==> src/rtl/rom_dl_pkg.sv <==
// Shared types and constants for the ROM download router.
// Contents: FSM state enum, SDRAM byte-lane encodings, bus widths and a
// byte-duplication helper used for single-lane writes.
package rom_dl_pkg;

  localparam int unsigned IOCTL_ADDR_W = 25;
  localparam int unsigned BYTE_W       = 8;
  localparam int unsigned WORD_W       = 16;
  localparam int unsigned DS_W         = 2;

  typedef enum logic [1:0] {
    ST_IDLE     = 2'd0,
    ST_ISSUE    = 2'd1,
    ST_WAIT_ACK = 2'd2,
    ST_FLUSH    = 2'd3
  } state_e;

  localparam logic [DS_W-1:0] DS_LO   = 2'b01;
  localparam logic [DS_W-1:0] DS_HI   = 2'b10;
  localparam logic [DS_W-1:0] DS_WORD = 2'b11;

  // Single-lane writes place the byte on both halves so either lane sees it.
  function automatic logic [WORD_W-1:0] dup_byte(input logic [BYTE_W-1:0] b);
    return {b, b};
  endfunction

endpackage

==> src/rtl/rom_dl_router_if.sv <==
// Bus bundle between data_io / SDRAM write ports and the ROM download router.
// ioctl_* : byte stream from data_io (downl, index, wr, addr, dout) and the
//           ioctl_wait stall back to it.
// port_*  : NUM_PORTS toggle req/ack pairs plus the shared word address,
//           byte-lane enables, write data and write enable.
// Modports: slave = router side, master = data_io / SDRAM side.
interface rom_dl_router_if
  import rom_dl_pkg::*;
#(
  parameter int unsigned NUM_PORTS = 2,
  parameter int unsigned ADDR_W    = 23
);

  logic                    ioctl_downl;
  logic [BYTE_W-1:0]       ioctl_index;
  logic                    ioctl_wr;
  logic [IOCTL_ADDR_W-1:0] ioctl_addr;
  logic [BYTE_W-1:0]       ioctl_dout;
  logic                    ioctl_wait;

  logic [NUM_PORTS-1:0]    port_req;
  logic [NUM_PORTS-1:0]    port_ack;
  logic [ADDR_W-1:0]       port_a;
  logic [DS_W-1:0]         port_ds;
  logic [WORD_W-1:0]       port_d;
  logic                    port_we;

  modport slave (
    input  ioctl_downl, ioctl_index, ioctl_wr, ioctl_addr, ioctl_dout, port_ack,
    output ioctl_wait, port_req, port_a, port_ds, port_d, port_we
  );

  modport master (
    output ioctl_downl, ioctl_index, ioctl_wr, ioctl_addr, ioctl_dout, port_ack,
    input  ioctl_wait, port_req, port_a, port_ds, port_d, port_we
  );

endinterface

==> src/rtl/rst_hold_ctr.sv <==
// Reset hold counter: reloads to RESET_CYCLES while any reset cause is
// present, otherwise counts down to zero. hold is registered (count != 0).
// Ports: clk, rst_n (async active-low), reload (any reset cause active),
//        hold (core reset, active-high).
module rst_hold_ctr #(
  parameter int unsigned RESET_CYCLES = 65535
) (
  input  logic clk,
  input  logic rst_n,
  input  logic reload,
  output logic hold
);

  localparam int unsigned CNT_W = (RESET_CYCLES > 0) ? $clog2(RESET_CYCLES + 1) : 1;
  localparam logic [CNT_W-1:0] CNT_INIT = CNT_W'(RESET_CYCLES);

  logic [CNT_W-1:0] count_q, count_d;
  logic             hold_q, hold_d;

  // Next count and hold level.
  always_comb begin
    count_d = count_q;
    hold_d  = (count_q != '0);
    if (reload) begin
      count_d = CNT_INIT;
    end else if (count_q != '0) begin
      count_d = count_q - CNT_W'(1);
    end
  end

  always_ff @(posedge clk or negedge rst_n) begin
    if (!rst_n) begin
      count_q <= CNT_INIT;
      hold_q  <= 1'b1;
    end else begin
      count_q <= count_d;
      hold_q  <= hold_d;
    end
  end

  assign hold = hold_q;

endmodule

==> src/rtl/rom_dl_router.sv <==
// ROM download controller: packs data_io bytes into 16-bit words, writes each
// word to NUM_PORTS SDRAM ports via toggle req/ack, stalls data_io while a
// write is outstanding and drives the core reset and rom_loaded flag.
// Ports: clk_sys, reset_n (async active-low), bus (ioctl byte stream and
//        SDRAM write ports), rst_req (external reset request),
//        game_reset (core reset, active-high), rom_loaded (sticky).
module rom_dl_router
  import rom_dl_pkg::*;
#(
  parameter int unsigned NUM_PORTS    = 2,
  parameter int unsigned ADDR_W       = 23,
  parameter logic [7:0]  ROM_INDEX    = 8'h00,
  parameter int unsigned RESET_CYCLES = 65535
) (
  input  logic           clk_sys,
  input  logic           reset_n,
  rom_dl_router_if.slave bus,
  input  logic           rst_req,
  output logic           game_reset,
  output logic           rom_loaded
);

  state_e                  state_q, state_d;
  logic                    wr_last_q, wr_last_d;
  logic                    dl_last_q, dl_last_d;
  logic                    end_pend_q, end_pend_d;
  logic                    flush_pend_q, flush_pend_d;
  logic                    have_lo_q, have_lo_d;
  logic [BYTE_W-1:0]       lo_data_q, lo_data_d;
  logic [ADDR_W-1:0]       lo_addr_q, lo_addr_d;
  logic                    skid_valid_q, skid_valid_d;
  logic [BYTE_W-1:0]       skid_data_q, skid_data_d;
  logic [IOCTL_ADDR_W-1:0] skid_addr_q, skid_addr_d;
  logic [NUM_PORTS-1:0]    port_req_q, port_req_d;
  logic [ADDR_W-1:0]       port_a_q, port_a_d;
  logic [DS_W-1:0]         port_ds_q, port_ds_d;
  logic [WORD_W-1:0]       port_d_q, port_d_d;
  logic                    port_we_q, port_we_d;
  logic                    ioctl_wait_q, ioctl_wait_d;
  logic                    rom_loaded_q, rom_loaded_d;

  logic                    acc;
  logic                    dl_fall;
  logic                    pending;
  logic                    cur_valid;
  logic [BYTE_W-1:0]       cur_data;
  logic [IOCTL_ADDR_W-1:0] cur_addr;
  logic [ADDR_W-1:0]       cur_word;
  logic                    addr_hi_unused;

  // Byte acceptance, download end and ack tracking.
  always_comb begin
    acc     = bus.ioctl_wr & ~wr_last_q & bus.ioctl_downl & (bus.ioctl_index == ROM_INDEX);
    dl_fall = dl_last_q & ~bus.ioctl_downl;
    pending = |(port_req_q ^ bus.port_ack);
  end

  // A byte parked in the skid register is older than a fresh strobe, so it goes first.
  always_comb begin
    cur_valid = skid_valid_q | acc;
    cur_data  = skid_valid_q ? skid_data_q : bus.ioctl_dout;
    cur_addr  = skid_valid_q ? skid_addr_q : bus.ioctl_addr;
    cur_word  = cur_addr[ADDR_W:1];
  end

  if (ADDR_W + 1 < IOCTL_ADDR_W) begin : g_addr_hi
    assign addr_hi_unused = ^cur_addr[IOCTL_ADDR_W-1:ADDR_W+1];
  end else begin : g_addr_full
    assign addr_hi_unused = 1'b0;
  end

  // Next-state and output logic.
  always_comb begin
    state_d      = state_q;
    wr_last_d    = bus.ioctl_wr;
    dl_last_d    = bus.ioctl_downl;
    end_pend_d   = end_pend_q | dl_fall;
    flush_pend_d = flush_pend_q;
    have_lo_d    = have_lo_q;
    lo_data_d    = lo_data_q;
    lo_addr_d    = lo_addr_q;
    skid_valid_d = skid_valid_q;
    skid_data_d  = skid_data_q;
    skid_addr_d  = skid_addr_q;
    port_req_d   = port_req_q;
    port_a_d     = port_a_q;
    port_ds_d    = port_ds_q;
    port_d_d     = port_d_q;
    rom_loaded_d = rom_loaded_q;

    // Skid register: refilled only when empty or being drained this cycle.
    if (state_q == ST_IDLE) begin
      if (skid_valid_q) begin
        skid_valid_d = acc;
        if (acc) begin
          skid_data_d = bus.ioctl_dout;
          skid_addr_d = bus.ioctl_addr;
        end
      end
    end else if (acc && !skid_valid_q) begin
      skid_valid_d = 1'b1;
      skid_data_d  = bus.ioctl_dout;
      skid_addr_d  = bus.ioctl_addr;
    end

    unique case (state_q)
      ST_IDLE: begin
        if (cur_valid) begin
          if (!cur_addr[0]) begin
            // A new even byte evicts any unpaired lo byte as a lo-lane write.
            if (have_lo_q) begin
              port_a_d  = lo_addr_q;
              port_ds_d = DS_LO;
              port_d_d  = dup_byte(lo_data_q);
              state_d   = ST_ISSUE;
            end
            lo_data_d = cur_data;
            lo_addr_d = cur_word;
            have_lo_d = 1'b1;
          end else if (have_lo_q && (lo_addr_q == cur_word)) begin
            port_a_d  = cur_word;
            port_ds_d = DS_WORD;
            port_d_d  = {cur_data, lo_data_q};
            have_lo_d = 1'b0;
            state_d   = ST_ISSUE;
          end else begin
            port_a_d  = cur_word;
            port_ds_d = DS_HI;
            port_d_d  = dup_byte(cur_data);
            state_d   = ST_ISSUE;
          end
        end else if (end_pend_q || dl_fall) begin
          end_pend_d = 1'b0;
          if (have_lo_q) begin
            state_d = ST_FLUSH;
          end else begin
            rom_loaded_d = 1'b1;
          end
        end
      end
      ST_FLUSH: begin
        port_a_d     = lo_addr_q;
        port_ds_d    = DS_LO;
        port_d_d     = dup_byte(lo_data_q);
        have_lo_d    = 1'b0;
        flush_pend_d = 1'b1;
        state_d      = ST_ISSUE;
      end
      ST_ISSUE: begin
        port_req_d = ~port_req_q;
        state_d    = ST_WAIT_ACK;
      end
      ST_WAIT_ACK: begin
        if (!pending) begin
          state_d = ST_IDLE;
          if (flush_pend_q) begin
            flush_pend_d = 1'b0;
            rom_loaded_d = 1'b1;
          end
        end
      end
      default: state_d = ST_IDLE;
    endcase

    ioctl_wait_d = (state_d == ST_ISSUE) || (state_d == ST_WAIT_ACK);
    port_we_d    = (state_d != ST_IDLE);
  end

  always_ff @(posedge clk_sys or negedge reset_n) begin
    if (!reset_n) begin
      state_q      <= ST_IDLE;
      wr_last_q    <= 1'b0;
      dl_last_q    <= 1'b0;
      end_pend_q   <= 1'b0;
      flush_pend_q <= 1'b0;
      have_lo_q    <= 1'b0;
      lo_data_q    <= '0;
      lo_addr_q    <= '0;
      skid_valid_q <= 1'b0;
      skid_data_q  <= '0;
      skid_addr_q  <= '0;
      port_req_q   <= '0;
      port_a_q     <= '0;
      port_ds_q    <= '0;
      port_d_q     <= '0;
      port_we_q    <= 1'b0;
      ioctl_wait_q <= 1'b0;
      rom_loaded_q <= 1'b0;
    end else begin
      state_q      <= state_d;
      wr_last_q    <= wr_last_d;
      dl_last_q    <= dl_last_d;
      end_pend_q   <= end_pend_d;
      flush_pend_q <= flush_pend_d;
      have_lo_q    <= have_lo_d;
      lo_data_q    <= lo_data_d;
      lo_addr_q    <= lo_addr_d;
      skid_valid_q <= skid_valid_d;
      skid_data_q  <= skid_data_d;
      skid_addr_q  <= skid_addr_d;
      port_req_q   <= port_req_d;
      port_a_q     <= port_a_d;
      port_ds_q    <= port_ds_d;
      port_d_q     <= port_d_d;
      port_we_q    <= port_we_d;
      ioctl_wait_q <= ioctl_wait_d;
      rom_loaded_q <= rom_loaded_d;
    end
  end

  // Core reset hold: any reset cause, an active download or no ROM yet.
  rst_hold_ctr #(
    .RESET_CYCLES(RESET_CYCLES)
  ) u_rst_hold (
    .clk    (clk_sys),
    .rst_n  (reset_n),
    .reload (rst_req | bus.ioctl_downl | ~rom_loaded_q),
    .hold   (game_reset)
  );

  assign bus.port_req   = port_req_q;
  assign bus.port_a     = port_a_q;
  assign bus.port_ds    = port_ds_q;
  assign bus.port_d     = port_d_q;
  assign bus.port_we    = port_we_q;
  assign bus.ioctl_wait = ioctl_wait_q;
  assign rom_loaded     = rom_loaded_q;

endmodule

==> src/flat_wrapper.sv <==
// flat-port wrapper written by rule: the top's interface ports become plain ports
module rom_dl_router_flat import rom_dl_pkg::*;
#(
  parameter int unsigned NUM_PORTS    = 2,
  parameter int unsigned ADDR_W       = 23,
  parameter logic [7:0]  ROM_INDEX    = 8'h00,
  parameter int unsigned RESET_CYCLES = 65535
)
  (clk_sys, reset_n, rst_req, game_reset, rom_loaded, bus_ioctl_downl, bus_ioctl_index, bus_ioctl_wr, bus_ioctl_addr, bus_ioctl_dout, bus_port_ack, bus_ioctl_wait, bus_port_req, bus_port_a, bus_port_ds, bus_port_d, bus_port_we);
  rom_dl_router_if #(.NUM_PORTS(NUM_PORTS), .ADDR_W(ADDR_W)) bus_i ();
  input  logic clk_sys;
  input  logic reset_n;
  input  logic rst_req;
  output logic game_reset;
  output logic rom_loaded;
  input wire logic [$bits(bus_i.ioctl_downl)-1:0] bus_ioctl_downl;
  input wire logic [$bits(bus_i.ioctl_index)-1:0] bus_ioctl_index;
  input wire logic [$bits(bus_i.ioctl_wr)-1:0] bus_ioctl_wr;
  input wire logic [$bits(bus_i.ioctl_addr)-1:0] bus_ioctl_addr;
  input wire logic [$bits(bus_i.ioctl_dout)-1:0] bus_ioctl_dout;
  input wire logic [$bits(bus_i.port_ack)-1:0] bus_port_ack;
  output wire logic [$bits(bus_i.ioctl_wait)-1:0] bus_ioctl_wait;
  output wire logic [$bits(bus_i.port_req)-1:0] bus_port_req;
  output wire logic [$bits(bus_i.port_a)-1:0] bus_port_a;
  output wire logic [$bits(bus_i.port_ds)-1:0] bus_port_ds;
  output wire logic [$bits(bus_i.port_d)-1:0] bus_port_d;
  output wire logic [$bits(bus_i.port_we)-1:0] bus_port_we;
  assign bus_i.ioctl_downl = bus_ioctl_downl;
  assign bus_i.ioctl_index = bus_ioctl_index;
  assign bus_i.ioctl_wr = bus_ioctl_wr;
  assign bus_i.ioctl_addr = bus_ioctl_addr;
  assign bus_i.ioctl_dout = bus_ioctl_dout;
  assign bus_i.port_ack = bus_port_ack;
  assign bus_ioctl_wait = bus_i.ioctl_wait;
  assign bus_port_req = bus_i.port_req;
  assign bus_port_a = bus_i.port_a;
  assign bus_port_ds = bus_i.port_ds;
  assign bus_port_d = bus_i.port_d;
  assign bus_port_we = bus_i.port_we;
  rom_dl_router #(.NUM_PORTS(NUM_PORTS), .ADDR_W(ADDR_W), .ROM_INDEX(ROM_INDEX), .RESET_CYCLES(RESET_CYCLES)) u_core (.clk_sys(clk_sys), .reset_n(reset_n), .bus(bus_i), .rst_req(rst_req), .game_reset(game_reset), .rom_loaded(rom_loaded));
endmodule
==> config.mk <==
export PLATFORM = sky130hd
export DESIGN_NAME = rom_dl_router_flat
export DESIGN_NICKNAME = d
export VERILOG_FILES = /design/src/rtl/rom_dl_pkg.sv /design/src/rtl/rom_dl_router_if.sv /design/src/rtl/rst_hold_ctr.sv /design/src/rtl/rom_dl_router.sv /design/src/flat_wrapper.sv
export SDC_FILE = /design/constraint.sdc
export NUM_CORES = 1
export LEC_CHECK = 0
export CAP_MARGIN = 40
export CELL_PAD_IN_SITES_DETAIL_PLACEMENT = 0
export CELL_PAD_IN_SITES_GLOBAL_PLACEMENT = 1
export CORE_UTILIZATION = 56
export CTS_BUF_LIST = sky130_fd_sc_hd__clkbuf_4 sky130_fd_sc_hd__clkbuf_8
export DETAILED_ROUTE_END_ITERATION = 6
export DONT_BUFFER_PORTS = 1
export GPL_ROUTABILITY_DRIVEN = 0
export PLACE_DENSITY = 0.88
export SLEW_MARGIN = 20
export SYNTH_ARGS = -nofsm -noshare
export SYNTH_HDL_FRONTEND = slang
export SYNTH_HIERARCHICAL = 1
export SYNTH_SLANG_ARGS = --single-unit
==> constraint.sdc <==
create_clock -name clk_sys -period 6.05 [get_ports clk_sys]
set_input_delay 1.5125 -clock clk_sys [delete_from_list [all_inputs] [get_ports clk_sys]]
set_output_delay 1.5125 -clock clk_sys [all_outputs]
set_load 0.02 [all_outputs]
Yosys cells after proc, flatten, opt, wreduce, memory -nomap -nowiden
Index checks and enable logic that the tools add are counted.
{ "classes": {"bitwise": 14, "addsub": 1, "eq_ne": 16, "reduce_logical": 21, "n_mux": 51} }
{ "ops": {"columns": ["op", "n"], "rows": [
  ["$mux W24", 5],
  ["$mux W16", 5],
  ["$mux W23", 3],
  ["$mux W8", 6],
  ["$pmux W23 S2", 1],
  ["$pmux W16 S2", 1],
  ["$eq A23 B23 Y1", 1],
  ["$mux W2", 9],
  ["$mux W1", 16],
  ["$reduce_bool A16 Y1", 1],
  ["$sub A16 B1 Y16 const B", 1],
  ["$reduce_and A3 Y1", 4],
  ["$reduce_bool A2 Y1", 6],
  ["$logic_not A8 Y1", 1],
  ["$ne A2 B1 Y1 const B", 4],
  ["$ne A2 B2 Y1 const B", 4],
  ["$pmux W2 S4", 1],
  ["$eq A2 B2 Y1 const B", 3],
  ["$pmux W1 S2", 3],
  ["$reduce_and A6 Y1", 1],
  ["$and A1 B1 Y1", 4],
  ["$eq A2 B1 Y1 const B", 2],
  ["$not A1 Y1", 4],
  ["$or A1 B1 Y1", 4],
  ["11 further kinds", 13]
]} }
{ "word_totals": {"input_bits": 48, "ff_bits": 134, "out_inout_bits": 47, "elab_cells": 123} }

Longest topological paths before layout
{ "logic_depth": {"ltp_word": 9, "ltp_mapped": 8, "depth_no_buf": 7} }

Hierarchy
Netlist, hierarchy kept.
{ "modules_own_cells": {"columns": ["mod", "seq_area_each_um2", "area_per_inst_um2", "n_inst", "cells_per_inst"], "rows": [
  ["rom_dl_router", 2927.8, 5429.0, 1, 506],
  ["rst_hold_ctr", 446.7, 989.7, 1, 97]
]} }

Worst setup path after synthesis
OpenSTA, ideal clock, no wires.
{ "synth_path": {"path_type": "input to register", "from": "in bus_ioctl_downl", "to": "reg u_core.port_d_q[2], in the netlist u_core/bus.port_d[2]", "stages": 7, "arrival_time_ps": 3001, "path_slack_ps": 2914, "required_ps": 5915, "setup_time_ps": 135, "n_path_buf": 1, "cell_sequence": "nor4bb_1 -> a31oi_1 -> a21oi_1 -> mux2i_2 -> buf_2 -> mux2i_1 -> mux2i_1"} }
{ "synth_between": {"elab_chain_cells": 5} }
{ "synth_rtl": {"columns": ["item", "line_no", "rtl"], "rows": [
  ["from (decl)", "flat_wrapper.sv:16", "input wire logic [$bits(bus_i.ioctl_downl)-1:0] bus_ioctl_downl;"],
  ["$and A1 B1 Y1 (2 in series)", "rom_dl_router.sv:53", "acc = bus.ioctl_wr & ~wr_last_q & bus.ioctl_downl & (bus.ioctl_index == ROM_INDEX);"],
  ["$or A1 B1 Y1", "rom_dl_router.sv:60", "cur_valid = skid_valid_q | acc;"],
  ["$ne A2 B1 Y1 (no line)", null, null],
  ["$reduce_and A3 Y1 (no line)", null, null],
  ["to (signal assigned)", "rom_dl_router.sv:204", "port_d_q <= port_d_d;"],
  ["to (decl)", "rom_dl_router.sv:37", "logic [WORD_W-1:0] port_d_q, port_d_d;"]
]} }
Every way passes these cells.
A chain may end at the register's enable or synchronous reset.

Worst setup path in the final report
{ "layout_path": {"from": "in bus_ioctl_downl", "to": "reg u_core.port_d_q[0], in the netlist u_core/bus.port_d[0]"} }
Same word-level chain as after synthesis.

==> summary.txt <==
Worst setup path
  – R2R Setup Slk: 2.86 ns
  – Crit-path leading delay family: multiplexers
  – Cells along the critical path: nor4bb_1, a31oi_1, a21oi_1, mux2i_4, buf_4, mux2i_1, mux2i_1
  – Critical path type: in2reg
  – Crit path largest cell delay: 0.61 ns
  – Critical R2R Capture: u_core/bus.port_d[0]
  – WP buf/inv: 1
  – Critical path arrival: 3.55 ns
  – CP most frequent cell: mux2i_1
  – Critical Path Stages: 7
  – Setup crit start kind: input port
  – Critical path capture point type: register
  – R2R depth: 7
  – Crit path capture: u_core/bus.port_d[0]
  – CP startpoint: bus_ioctl_downl
  – Reg2reg start: u_core/skid_valid_q
  – Slowest cell on crit path: mux2i_4
  – CP Data Required Time: 6.35 ns
  – Worst-path fanout max: 28

Pwr
  – Switching share of power: 0.3377
  – Net Sw Power: around 780 uW
  – Power Dens Cells: 336.1 nW/um2
  – Max VDD drop: 0.2460 mV
  – Internal power: 1.534 mW
  – Comb pwr share: 0.176
  – Sequential power share: 0.538
  – Clk pwr share: 0.286
  – Cell leakage power: 3.054 nW

Clock tree
  – Hold-fix buffers at CTS: 0
  – TritonCTS clock tree: done
  – CTS resizes: 0
  – CTS root buf: clkbuf_8
  – Clock Tree Buf Depth: 2
  – Post-CTS Setup Bufs: 0
  – CTS Buf Count: 17
  – H-tree depth: 4
  – TritonCTS Sinks: 134
  – Clk Latency, worst-skew pair: around 0.44 ns
  – Clk slew on worst S/H paths: 0.07 ns

STA
  – Max-slew headroom: 0.4755
  – Clock Skew: 0.01087 ns
  – Final Max Slew Viols: 0
  – Final Hold Vio Count: 0
  – Min cycle time layout: 3.247 ns
  – Fmax achieved: 0.3080 GHz
  – Setup TNS: 0 ns
  – RSZ-0062 raised after global routing: false
  – Hold slack: between 0.5 and 0.6 ns
  – Setup violations, final: 0
  – Final clock period utilization by the worst path: 0.5367
  – Worst-Margin Slew: 0.7795 ns

Global route
  – Met3 Use GR: 0.07950
  – Grt peak-use layer: met2
  – Largest net degree at the start of global routing: roughly 140
  – Global route overflow: 0
  – Global routing usage on met2: 0.3585
  – Initial antenna violation count: 0
  – Vias in the first global route: 4,117
  – GRT Util Overall: 0.2276
  – First-pass GRT wire length: 20.31 mm
  – Met1 usage: 0.2846

Synth
  – Synth area leaders: dfrtp_1 (46%), mux2i_1 (7.8%), o21ai_0 (7.6%)
  – Post-synth top area share: 0.4561
  – Seq/Total Area, Yosys: 0.5257
  – Yosys warnings: 6
  – Library cells used by synthesis: 51
  – Area of the mapped netlist: 6419 um2
  – Synthesized Nets: 658
  – Post-synth EDFFs: 0
  – Post-Syn Instances: about 600
  – FFs w/ async S/R, synth: 1.000
  – Synth area leader: dfrtp_1
  – Synthesized area per cell: 10.64 um2
  – Yosys reg bits: about 130
  – Dominant synthesized flop cell: dfrtp_1

Run
  – Max-cap violations: 0

Route
  – Post-route ant nets: 0
  – Pre-antenna DRT Iters: 4
  – Avg Vias per Cell: around 5.7
  – WL/cell: 17.14 um
  – DR DRC count: 0
  – Via count: 4,261
  – DRT iter0 DRCs: approximately 210
  – WL final: between 10 and 15 mm

Outcome
  – Status: complete, no violations

Die
  – Die Y-Extent: about 110 um
  – I/O pin count: 95
  – Site row count: 38
  – Die footprint: ~12,000 um2
  – Starting Density: 0.5844
  – Core area: around 11,000 um2
  – Die width: about 110 um

Final layout
  – Most frequent cells in the layout: dfrtp_1 (116), nand2_1 (100), o21ai_0 (97)
  – Commonest non-fill, non-tap cell in the layout: dfrtp_1
  – Fill cells: 906
  – P&R area growth vs syn: 7.349%
  – Antenna cells: 0
  – Final-stage net count: roughly 650
  – Share of cells above drive strength 1: 0.1788

Placement
  – IO buf count: 0
  – HPWL Detailed: approximately 8.4 mm

Worst hold path
  – Kind of path behind the tightest hold check: reg2reg
==> cells by family (layout without fill, tap and decap cells) <==
family,count (synthesis),in the layout,synth area share
AND/OR/NAND/NOR,173,173,0.1306
flip-flops,134,134,0.5257
AO/OA/AOI/OAI,123,123,0.1041
multiplexers,90,90,0.1509
buffers and inverters,46,47,0.03392
XOR/XNOR,29,29,0.03957
adder cells (fa/ha/maj),8,8,0.01520
==> power by group through the flow <==
stage	combinational, mW	clock (mW)	sequential, mW
finish	0.407	0.663	1.25
global route	0.468	0.718	1.26
CTS	0.409	0.682	1.25
detailed placement	0.407	0	1.26
global placement	0.390	0	1.26
floorplan	0.322	0	1.23
==> layout make-up <==
| class | count | area (um2) | area share |
|---|---|---|---|
| well taps | 140 | 175.2 | 0.02542 |
| multi-input cells | 423 | 2848 | 0.4133 |
| repair buffers | 8 | 103.9 | 0.01507 |
| flip-flops and latches | 134 | 3376 | 0.4899 |
| inverters | 12 | 45.04 | 0.006537 |
| clock buffers | 22 | 290.3 | 0.04213 |
| clock inverters | 5 | 52.55 | 0.007627 |
==> registers in the layout (all words and copies together) (netlist names), 2 cells and up <==
register	cells
u_core/skid_addr_q	24
u_core/lo_addr_q	23
u_core/bus.port_d	16
u_core/u_rst_hold/count_q	16
u_core/bus.port_a	23
u_core/state_q	2
u_core/bus.port_ds	2
u_core/lo_data_q	8
u_core/skid_data_q	8
u_core/bus.port_req	2
==> stage by stage <==
step           worst slack (ns)  cell area, um2  cells    util  total power, mW
2_1_floorplan             2.914            6419    603       -            1.553
3_3_place_gp              2.372            6481    714  0.5901            1.650
3_5_place_dp              2.348            6548    717  0.5961            1.672
4_1_cts                   2.832            6890    744  0.6274            2.341
5_1_grt                   2.547            6890    744  0.6274            2.450
6_report                  2.803            6890    744  0.6274            2.316
==> synth_stat cells (3+ instances only) <==
| library cell | number |
|---|---|
| or3b_1 | 4 |
| or2_2 | 3 |
| mux2i_2 | 7 |
| nand2_1 | 100 |
| buf_6 | 3 |
| mux2_2 | 33 |
| xnor2_1 | 27 |
| buf_1 | 4 |
| o31ai_1 | 3 |
| ha_1 | 7 |
| clkbuf_1 | 23 |
| nor2_1 | 18 |
| o21ai_0 | 97 |
| nor4_1 | 11 |
| dfstp_2 | 17 |
| a21o_1 | 3 |
| inv_1 | 12 |
| or3_2 | 3 |
| nor2b_1 | 6 |
| or3_1 | 3 |
| nor3_1 | 7 |
| mux2i_1 | 50 |
| dfrtp_1 | 117 |
| a21oi_1 | 10 |
| or4_1 | 5 |
==> per-layer routing <==
layer / wire length [um] / up-vias
li1: - / 2074
met1: 5558 / 2085
met2: 6218 / 89
met3: 808 / 13
met4: 166 / 0
met5: 0 / -
==> worst min path at each step <==
stage                           startpoint  cells after the start                     end
floorplan              u_core/lo_data_q[0]                      2     u_core/lo_data_q[0]
global placement       u_core/lo_data_q[7]                      2     u_core/lo_data_q[7]
detailed placement   u_core/skid_addr_q[4]                      1   u_core/skid_addr_q[4]
CTS                  u_core/skid_addr_q[4]                      1   u_core/skid_addr_q[4]
global route        u_core/skid_addr_q[12]                      1  u_core/skid_addr_q[12]
finish                 u_core/lo_data_q[0]                      2     u_core/lo_data_q[0]
==> worst min-delay path: cells and delay by family (launching register included) <==
kind / cells / cell delay (ns)
AO/OA/AOI/OAI: 1 / 0.06
AND/OR/NAND/NOR: 1 / 0.05
flip-flops: 1 / 0.36
(Power assumes the default switching activity.)
